### src/rtl/bwt_search_engine.sv
// -----------------------------------------------------------------------------
// bwt_search_engine
//
// BWT backward search. On start_i the engine walks the query from its last
// symbol to its first. For each symbol it narrows the half-open suffix-array
// interval [lo,hi) using one C-table read and a dual Occ read. When the final
// interval is non-empty it reads up to MAX_HITS suffix-array entries starting
// at lo and streams them as reference locations over a valid/ready port. It
// then pulses done_o with found_o/hit_count_o.
//
// Ports
//   clk_i, rst_i            clock, asynchronous active-high reset
//   start_i, qlen_i         query start pulse and length (sampled in IDLE)
//   busy_o                  engine occupied (cycle after start .. done cycle)
//   q_rd_*                  query memory read, 1-cycle latency
//   c_rd_*                  C table read, 1-cycle latency
//   occ_*                   dual Occ(sym, addr) read, 1-cycle latency
//   sa_rd_*                 suffix array read, 1-cycle latency
//   loc_valid_o/ready_i     location stream handshake; loc_o, loc_last_o data
//   done_o                  1-cycle completion pulse
//   found_o, hit_count_o    result, held from done_o until the next start
// -----------------------------------------------------------------------------
module bwt_search_engine #(
  parameter int REF_NUM     = 1024,
  parameter int REF_LENGTH  = 10,
  parameter int TAGT_LENGTH = 5,
  parameter int MAX_HITS    = 16
) (
  input  logic                   clk_i,
  input  logic                   rst_i,
  input  logic                   start_i,
  input  logic [TAGT_LENGTH:0]   qlen_i,
  output logic                   busy_o,
  output logic                   q_rd_en_o,
  output logic [TAGT_LENGTH-1:0] q_rd_addr_o,
  input  logic [1:0]             q_rd_data_i,
  output logic                   c_rd_en_o,
  output logic [1:0]             c_rd_addr_o,
  input  logic [REF_LENGTH:0]    c_rd_data_i,
  output logic                   occ_rd_en_o,
  output logic [1:0]             occ_sym_o,
  output logic [REF_LENGTH:0]    occ_addr0_o,
  output logic [REF_LENGTH:0]    occ_addr1_o,
  input  logic [REF_LENGTH:0]    occ_data0_i,
  input  logic [REF_LENGTH:0]    occ_data1_i,
  output logic                   sa_rd_en_o,
  output logic [REF_LENGTH-1:0]  sa_rd_addr_o,
  input  logic [REF_LENGTH-1:0]  sa_rd_data_i,
  output logic                   loc_valid_o,
  input  logic                   loc_ready_i,
  output logic [REF_LENGTH-1:0]  loc_o,
  output logic                   loc_last_o,
  output logic                   done_o,
  output logic                   found_o,
  output logic [REF_LENGTH:0]    hit_count_o
);

  localparam int W = REF_LENGTH + 1;
  localparam logic [W-1:0]           REF_NUM_W  = W'(REF_NUM);
  localparam logic [W-1:0]           MAX_HITS_W = W'(MAX_HITS);
  localparam logic [TAGT_LENGTH:0]   QLEN_MAX   = (TAGT_LENGTH+1)'(2**TAGT_LENGTH);

  typedef enum logic [2:0] {
    S_IDLE, S_QRD, S_SYM, S_UPD, S_SARD, S_SACAP, S_SAOUT, S_FIN
  } state_t;

  state_t                 state_q;
  logic [W-1:0]           lo_q, hi_q;
  logic [TAGT_LENGTH-1:0] pos_q;
  logic [W-1:0]           idx_q;
  logic [W-1:0]           last_idx_q;   // min(count, MAX_HITS) - 1
  logic [W-1:0]           count_q;

  logic                   busy_q, q_rd_en_q, c_rd_en_q, sa_rd_en_q;
  logic                   loc_valid_q, loc_last_q, done_q, found_q;
  logic [REF_LENGTH-1:0]  loc_q;
  logic [W-1:0]           hit_count_q;

  // Next interval bounds, valid during UPD when the C/Occ data has arrived.
  logic [W-1:0]           lo_d, hi_d, count_d;
  logic [TAGT_LENGTH-1:0] pos_d;

  assign lo_d    = c_rd_data_i + occ_data0_i;
  assign hi_d    = c_rd_data_i + occ_data1_i;
  assign count_d = hi_d - lo_d;
  // Over-long queries are clamped to the full query memory.
  assign pos_d   = (qlen_i > QLEN_MAX) ? '1 : TAGT_LENGTH'(qlen_i - 1'b1);

  always_ff @(posedge clk_i or posedge rst_i) begin
    if (rst_i) begin
      state_q     <= S_IDLE;
      lo_q        <= '0;
      hi_q        <= '0;
      pos_q       <= '0;
      idx_q       <= '0;
      last_idx_q  <= '0;
      count_q     <= '0;
      busy_q      <= 1'b0;
      q_rd_en_q   <= 1'b0;
      c_rd_en_q   <= 1'b0;
      sa_rd_en_q  <= 1'b0;
      loc_valid_q <= 1'b0;
      loc_last_q  <= 1'b0;
      loc_q       <= '0;
      done_q      <= 1'b0;
      found_q     <= 1'b0;
      hit_count_q <= '0;
    end else begin
      case (state_q)
        S_IDLE: begin
          if (start_i) begin
            busy_q      <= 1'b1;
            found_q     <= 1'b0;
            hit_count_q <= '0;
            lo_q        <= '0;
            hi_q        <= REF_NUM_W;
            idx_q       <= '0;
            count_q     <= '0;
            if (qlen_i == '0) begin
              done_q  <= 1'b1;
              state_q <= S_FIN;
            end else begin
              pos_q     <= pos_d;
              q_rd_en_q <= 1'b1;
              state_q   <= S_QRD;
            end
          end
        end
        S_QRD: begin
          q_rd_en_q <= 1'b0;
          c_rd_en_q <= 1'b1;
          state_q   <= S_SYM;
        end
        S_SYM: begin
          c_rd_en_q <= 1'b0;
          state_q   <= S_UPD;
        end
        S_UPD: begin
          lo_q <= lo_d;
          hi_q <= hi_d;
          if (lo_d >= hi_d) begin
            done_q  <= 1'b1;
            state_q <= S_FIN;
          end else if (pos_q == '0) begin
            count_q    <= count_d;
            idx_q      <= '0;
            last_idx_q <= ((count_d > MAX_HITS_W) ? MAX_HITS_W : count_d) - 1'b1;
            sa_rd_en_q <= 1'b1;
            state_q    <= S_SARD;
          end else begin
            pos_q     <= pos_q - 1'b1;
            q_rd_en_q <= 1'b1;
            state_q   <= S_QRD;
          end
        end
        S_SARD: begin
          sa_rd_en_q <= 1'b0;
          state_q    <= S_SACAP;
        end
        S_SACAP: begin
          loc_q       <= sa_rd_data_i;
          loc_valid_q <= 1'b1;
          loc_last_q  <= (idx_q == last_idx_q);
          state_q     <= S_SAOUT;
        end
        S_SAOUT: begin
          if (loc_ready_i) begin
            loc_valid_q <= 1'b0;
            loc_last_q  <= 1'b0;
            if (loc_last_q) begin
              done_q      <= 1'b1;
              found_q     <= 1'b1;
              hit_count_q <= count_q;
              state_q     <= S_FIN;
            end else begin
              idx_q      <= idx_q + 1'b1;
              sa_rd_en_q <= 1'b1;
              state_q    <= S_SARD;
            end
          end
        end
        S_FIN: begin
          done_q  <= 1'b0;
          busy_q  <= 1'b0;
          state_q <= S_IDLE;
        end
        default: state_q <= S_IDLE;
      endcase
    end
  end

  // The symbol arrives from the query memory during SYM, so the C/Occ symbol
  // is taken straight from the read data; it is gated so it idles at zero.
  assign c_rd_addr_o  = q_rd_data_i & {2{c_rd_en_q}};
  assign occ_sym_o    = q_rd_data_i & {2{c_rd_en_q}};
  assign occ_addr0_o  = lo_q;
  assign occ_addr1_o  = hi_q;
  assign q_rd_addr_o  = pos_q;
  assign sa_rd_addr_o = REF_LENGTH'(lo_q + idx_q);

  assign busy_o       = busy_q;
  assign q_rd_en_o    = q_rd_en_q;
  assign c_rd_en_o    = c_rd_en_q;
  assign occ_rd_en_o  = c_rd_en_q;
  assign sa_rd_en_o   = sa_rd_en_q;
  assign loc_valid_o  = loc_valid_q;
  assign loc_o        = loc_q;
  assign loc_last_o   = loc_last_q;
  assign done_o       = done_q;
  assign found_o      = found_q;
  assign hit_count_o  = hit_count_q;

endmodule
### config.mk
export PLATFORM = sky130hd
export DESIGN_NAME = bwt_search_engine
export DESIGN_NICKNAME = d
export VERILOG_FILES = /design/src/rtl/bwt_search_engine.sv
export SDC_FILE = /design/constraint.sdc
export NUM_CORES = 1
export LEC_CHECK = 0
export CAP_MARGIN = 0
export CORE_ASPECT_RATIO = 1.5
export CORE_MARGIN = 10
export CORE_UTILIZATION = 42
export CTS_BUF_LIST = sky130_fd_sc_hd__clkbuf_4
export DETAILED_ROUTE_END_ITERATION = 10
export HOLD_SLACK_MARGIN = 0.02
export PLACE_DENSITY = 0.72
export SYNTH_ARGS = -nofsm -noshare
export SYNTH_HDL_FRONTEND = slang
export SYNTH_SLANG_ARGS = --single-unit
### constraint.sdc
create_clock -name clk_i -period 7.3 [get_ports clk_i]
set_input_delay 0.73 -clock clk_i [delete_from_list [all_inputs] [get_ports clk_i]]
set_output_delay 0.73 -clock clk_i [all_outputs]
set_load 0.01 [all_outputs]
### After elaboration in Yosys (flattened, before gate mapping)

Cells that the tools add are included.

* $add $sub $neg: 8
* $mul: 0
* div/mod/pow operators: 0
* magnitude comparators: 3
* equality and inequality tests: 18
* shift-type cells: 0
* muxes and demuxes: 53
* bitwise operators: 2
* reductions and logical operators: 24

Operators with widths (count)
* 11-bit 2-to-1 mux: 11
* 11-bit case mux with 2 select lines: 4
* 11-bit case mux with 3 select lines: 1
* 5-bit 2-to-1 mux: 5
* 3-bit case mux with 8 select lines: 1
* 11-bit adder: 2
* 2-bit != test (second input constant): 10
* 1-bit 2-to-1 mux: 16
* 3-bit 2-to-1 mux: 5
* 5-bit AND reduction: 3
* 3-bit equality test (second input constant): 4
* 6-bit AND reduction: 2
* 11-bit by 1-bit adder with 11-bit output (second input constant): 1
* 11-bit equality test: 1
* 11-bit greater-or-equal comparator: 1
* 11-bit by 5-bit greater-than comparator with 1-bit output (second input constant): 1
* 11-bit by 1-bit subtractor with 11-bit output (second input constant): 1
* 11-bit subtractor: 1
* 10-bit adder: 1
* 1-bit case mux with 2 select lines: 5
* 5-bit case mux with 2 select lines: 1
* 2-bit nonzero test: 5
* 5-bit by 1-bit subtractor with 5-bit output (second input constant): 2
* 3-bit nonzero test: 3
* 15 further kinds: 21

* register bits after elaboration: 92
* bits in latches: 0
* memory bits (writable): 0
* bits in read-only memories: 0
* input bits: 55
* word-level logic and storage cells: 125
* memories: 0

### Longest topological paths before layout

* depth after elaboration: 5
* mapped depth: 25
* gate-level depth less buffers: 25

### Least setup slack after synthesis

No wires, ideal clock.

* path kind: in2reg
* from: input c_rd_data_i[0]
* to: register last_idx_q[4]
* arrival time: 4.184 ns
* data required time: 7.166 ns
* slack: 2.981 ns
* stages on the path: 20
* cells stage by stage: ha_1 > inv_1 > fa_1 > inv_1 > ha_1 > nor2b_1 > o31a_1 > o21a_1 > or2_2 > maj3_2 > a21oi_2 > xor2_1 > nand3_1 > nor3_2 > nand2b_1 > ha_1 > nand2_1 > nor2_1 > nand3_2 > o311ai_1

* cells in the longest elaborated chain, start to end: 5

RTL lines
* start, declared: RTL line 39 `input logic [REF_LENGTH:0] c_rd_data_i,`
* 11-bit adder (on tied branches): RTL line 84, 83
* 11-bit subtractor: RTL line 85 `assign count_d = hi_d - lo_d;`
* 11-bit by 5-bit greater-than comparator with 1-bit output: RTL line 147 `last_idx_q <= ((count_d > MAX_HITS_W) ? MAX_HITS_W : count_d) - 1'b1;`
* 11-bit 2-to-1 mux: RTL line 147
* 11-bit by 1-bit subtractor with 11-bit output: RTL line 147
* end signal, assigned: RTL line 147
* end, declared: RTL line 71 `logic [W-1:0] last_idx_q;`

Parallel ways exist; a longest one is shown, timed or not.
A chain may end at the register's enable or synchronous reset.

### Worst setup path after layout

* from: input c_rd_data_i[0]
* to: register idx_q[3]

* cells in the longest elaborated chain, start to end: 4

RTL lines
* 11-bit adder (on tied branches): RTL line 83, 84
* 11-bit greater-or-equal comparator *: RTL line 141 `if (lo_d >= hi_d) begin`
* 2-bit != test (no source line) *
* 6-bit AND reduction (no source line) *
* end signal, assigned: RTL line 176 `idx_q <= idx_q + 1'b1;`
* end, declared: RTL line 70 `logic [W-1:0] idx_q;`

Mark *: on every way between the ends. The rest lies on a longest branch, timed or not.

==> reports/metrics.yaml <==
placement:
  io_buffers: 125
  dp_hpwl_um: 12900
  dp_slack_ps: 1750
  place.gp.congestion: 0.884
global_route:
  grt_remaining_overflow: 0
  track_usage: 0.168
  antenna_found_initial: 1
  grt_max_degree: 85
  grt_pass1_vias: 5366
  grt_pass1_wl_um: 26200
worst_setup_path:
  path_class: "in2reg"
  worst-path-buf-inv: 2
  r2r_end: "occ_addr0_o[9]"
  worst-path-max-fanout: 30
  regToRegSetupSlack_ps: 4290
  cp_top_family: "simple AND/OR/NAND/NOR gates"
  required_ps: 7690
  cp_slowest_cell: "or2_1"
  crit_path_end_kind: "flip-flop"
  cp_cell_sequence: "clkdlybuf4s50_1 -> ha_1 -> inv_1 -> fa_1 -> nor2b_1 -> o21ai_0 -> nand2b_1 -> a21o_1 -> a21o_1 -> a21o_1 -> a21o_1 -> a21o_1 -> a21oi_1 -> xnor2_1 -> ha_1 -> nand4_1 -> nor3_1 -> nand2_1 -> o211ai_1 -> or2_1 -> nand2_1 -> nor2_1"
  cp_common_cell: "a21o_1"
  r2r-start: "state_q[2]"
  arrival_ps: 5480
  rr_worst_depth: 5
  critPathLaunchType: "primary input"
  slowest_delay_ps: 710
clock_network:
  cts.sinks: 92
  cts_made_buffers: 9
  cts_resized: 0
  clkTransAtPathRegs_ps: 150
  clock_latency_ps: 460
  cts-hold-fix-buffers: 0
  post-cts-setup-buffers: 0
  cts-root-buf: "clkbuf_4"
  clk_path_buf_depth: 2
  ctsHtreeMaxLevel: 3
  cts_tree: "built"
logic_synthesis:
  synth-edff-count: 0
  avgSynthCellArea_um2: 9.11
  synth_seq_cells: 92
  synthMuxAreaShare: 0.0232
  syn_area_um2: 5930
  synthXorXnorAreaFrac: 0.0876
  synth_top_family_by_area: "compound AO/OA/AOI/OAI gates"
  netlist_instances: 651
  yosys.area_share.adder: 0.110
  synth.yosys.seq_area_share: 0.388
  synth_flop_cell: "dfrtp_1"
  synth_compound_area_frac: 0.189
  synth_fp_nets: 754
  ys_warn_count: 0
  synthDistinctLibCells: 70
  yosys.area_share.simple: 0.161
  async_flop_share: 1.00
drt:
  via_count: 5157
  drc: 0
  final_antenna_net_count: 0
  wl_um: 16000
  drt_pass1_iterations: 5
  drt_iter0_markers: 256
  routedWlPerCell_um: 17.1
  vias_per_cell: 5.50
sta:
  holdWs_ps: 454
  period_needed_ps: 5100
  rsz0062_at_grt: "no"
  max_freq_mhz: 196
  slew_headroom: 0.236
  drv_slew: 0
  worst_pin_slew_ps: 1140
  fin_ws_ps: 2200
  finalHoldViolations: 0
  fin_setup_tns_ps: 0
  period_share: 0.698
  fin_skew_ps: 17.3
  finalSetupViolCount: 0
status:
  status: "complete, no violations"
cells_and_area:
  syn_to_final_growth_pct: 25.9
  nNetsFinal: 870
  drive_gt1_frac: 0.0623
floorplanning:
  ios: 126
  die_w_um: 117
  dieHeight_um: 166
  die_area_um2: 19400
  start_util: 0.426
  num_rows: 53
  core_area_um2: 13900
run:
  cap_violations: 0
power:
  p_leak_uw: 0.00338
  vdd_ir_drop_max_uv: 137
  power_density_nw_per_um2: 318
hold_path:
  hp-class: "in2async"
logic make-up (layout without fill, tap and decap cells):
kind of cell	after synthesis	after routing
mux	12	12
fa+ha+maj	50	50
xor+xnor	56	56
flops	92	92
simple gates	206	206
compound gates	175	175
buf+inv	60	180
other cells	0	1
cell usage after synthesis (2+ instances only):
master     n  area share
a21boi_0   2      0.0025
a21o_1    14       0.018
a21oi_1   37       0.031
a221oi_1   2      0.0030
a22o_1     9       0.013
a22oi_1    2      0.0025
a31oi_1    4      0.0042
a32o_1     3      0.0051
and2_1     6      0.0063
buf_2      3      0.0025
buf_4      3      0.0038
clkbuf_1  15      0.0095
dfrtp_1   92        0.39
fa_1       4       0.014
ha_1      44       0.093
inv_1     38       0.024
mux2_2    10       0.019
nand2_1   89       0.056
nand2b_1   7      0.0074
nand3_1   22       0.019
nand4_1    5      0.0053
nor2_1    37       0.023
nor2b_1    7      0.0074
nor3_1    13       0.011
nor3_2     3      0.0051
nor4_1     2      0.0021
o2111a_1   2      0.0038
o211ai_1   3      0.0038
o21a_1     4      0.0051
o21ai_0   67       0.057
o21ai_2    3      0.0044
o21bai_1   3      0.0038
o22ai_1    2      0.0021
o31ai_1    3      0.0038
or2_2      2      0.0021
or3_1      3      0.0032
xnor2_1   31       0.046
xor2_1    22       0.033
xor2_2     2      0.0055
report_power, final:
part	switching, uW	total [uW]	internal (uW)
Combinational	652	1260	611
Clock	181	319	138
Sequential	143	788	645
Total	976	2370	1390
worst register-to-register path: cells and delay by family (launching register included):
family / cells / cell delay (ps)
simple gates: 3 / 1870
compound gates: 1 / 130
flops: 1 / 660
buf+inv: 1 / 250
flip-flops by register name, summed over array words and instances (netlist names), 3 cells and up:
| register | cells |
|---|---|
| idx_q | 11 |
| last_idx_q | 11 |
| occ_addr0_o | 11 |
| occ_addr1_o | 11 |
| loc_o | 10 |
| hit_count_o | 11 |
| count_q | 11 |
| q_rd_addr_o | 5 |
| state_q | 3 |
stage by stage:
step	utilization	power, uW	std cells	instance area [um^2]
finish	0.536	2370	937	7460
global route	0.536	2540	937	7460
CTS	0.536	2380	936	7460
detailed placement	0.525	2070	921	7300
global placement	0.525	2040	921	7300
floorplan	-	1520	651	5930
layer usage:
metal | vias up | part of all wire | GRT usage
met5 | - | 0 | 0
li1 | 2501 | - | -
met4 | 0 | 0.024 | 0.0654
met1 | 2487 | 0.39 | 0.182
met3 | 31 | 0.044 | 0.0264
met2 | 138 | 0.54 | 0.315
placed cells by master, fill, tap and decap left out, types with 10 or more instances in the layout:
cell,count
clkdlybuf4s50_1,125
dfrtp_1,92
nand2_1,89
o21ai_0,67
ha_1,44
inv_1,37
nor2_1,37
a21oi_1,37
xnor2_1,31
nand3_1,22
xor2_1,22
a21o_1,14
nor3_1,13
mux2_2,10
area by class of cell:
class / count / area (um^2)
clock inverters: 6 / 88.8
flip-flops and latches: 92 / 2300
fillers: 1290 / 6460
repair buffers: 127 / 1270
well taps: 165 / 206
diodes: 1 / 2.50
multi-input cells: 499 / 3390
inverters: 38 / 144
clock buffers: 9 / 67.6
how the worst max path moves through the flow:
stage	start	end	slack [ps]	cells after the start
floorplan	c_rd_data_i[0]	last_idx_q[4]	2980	20
global placement	c_rd_data_i[0]	idx_q[7]	2020	22
detailed placement	c_rd_data_i[0]	idx_q[4]	1750	22
CTS	c_rd_data_i[0]	idx_q[3]	2230	22
global route	c_rd_data_i[0]	idx_q[6]	1750	22
finish	c_rd_data_i[0]	idx_q[3]	2200	22
No activity file was read; power rests on OpenSTA's default activity.
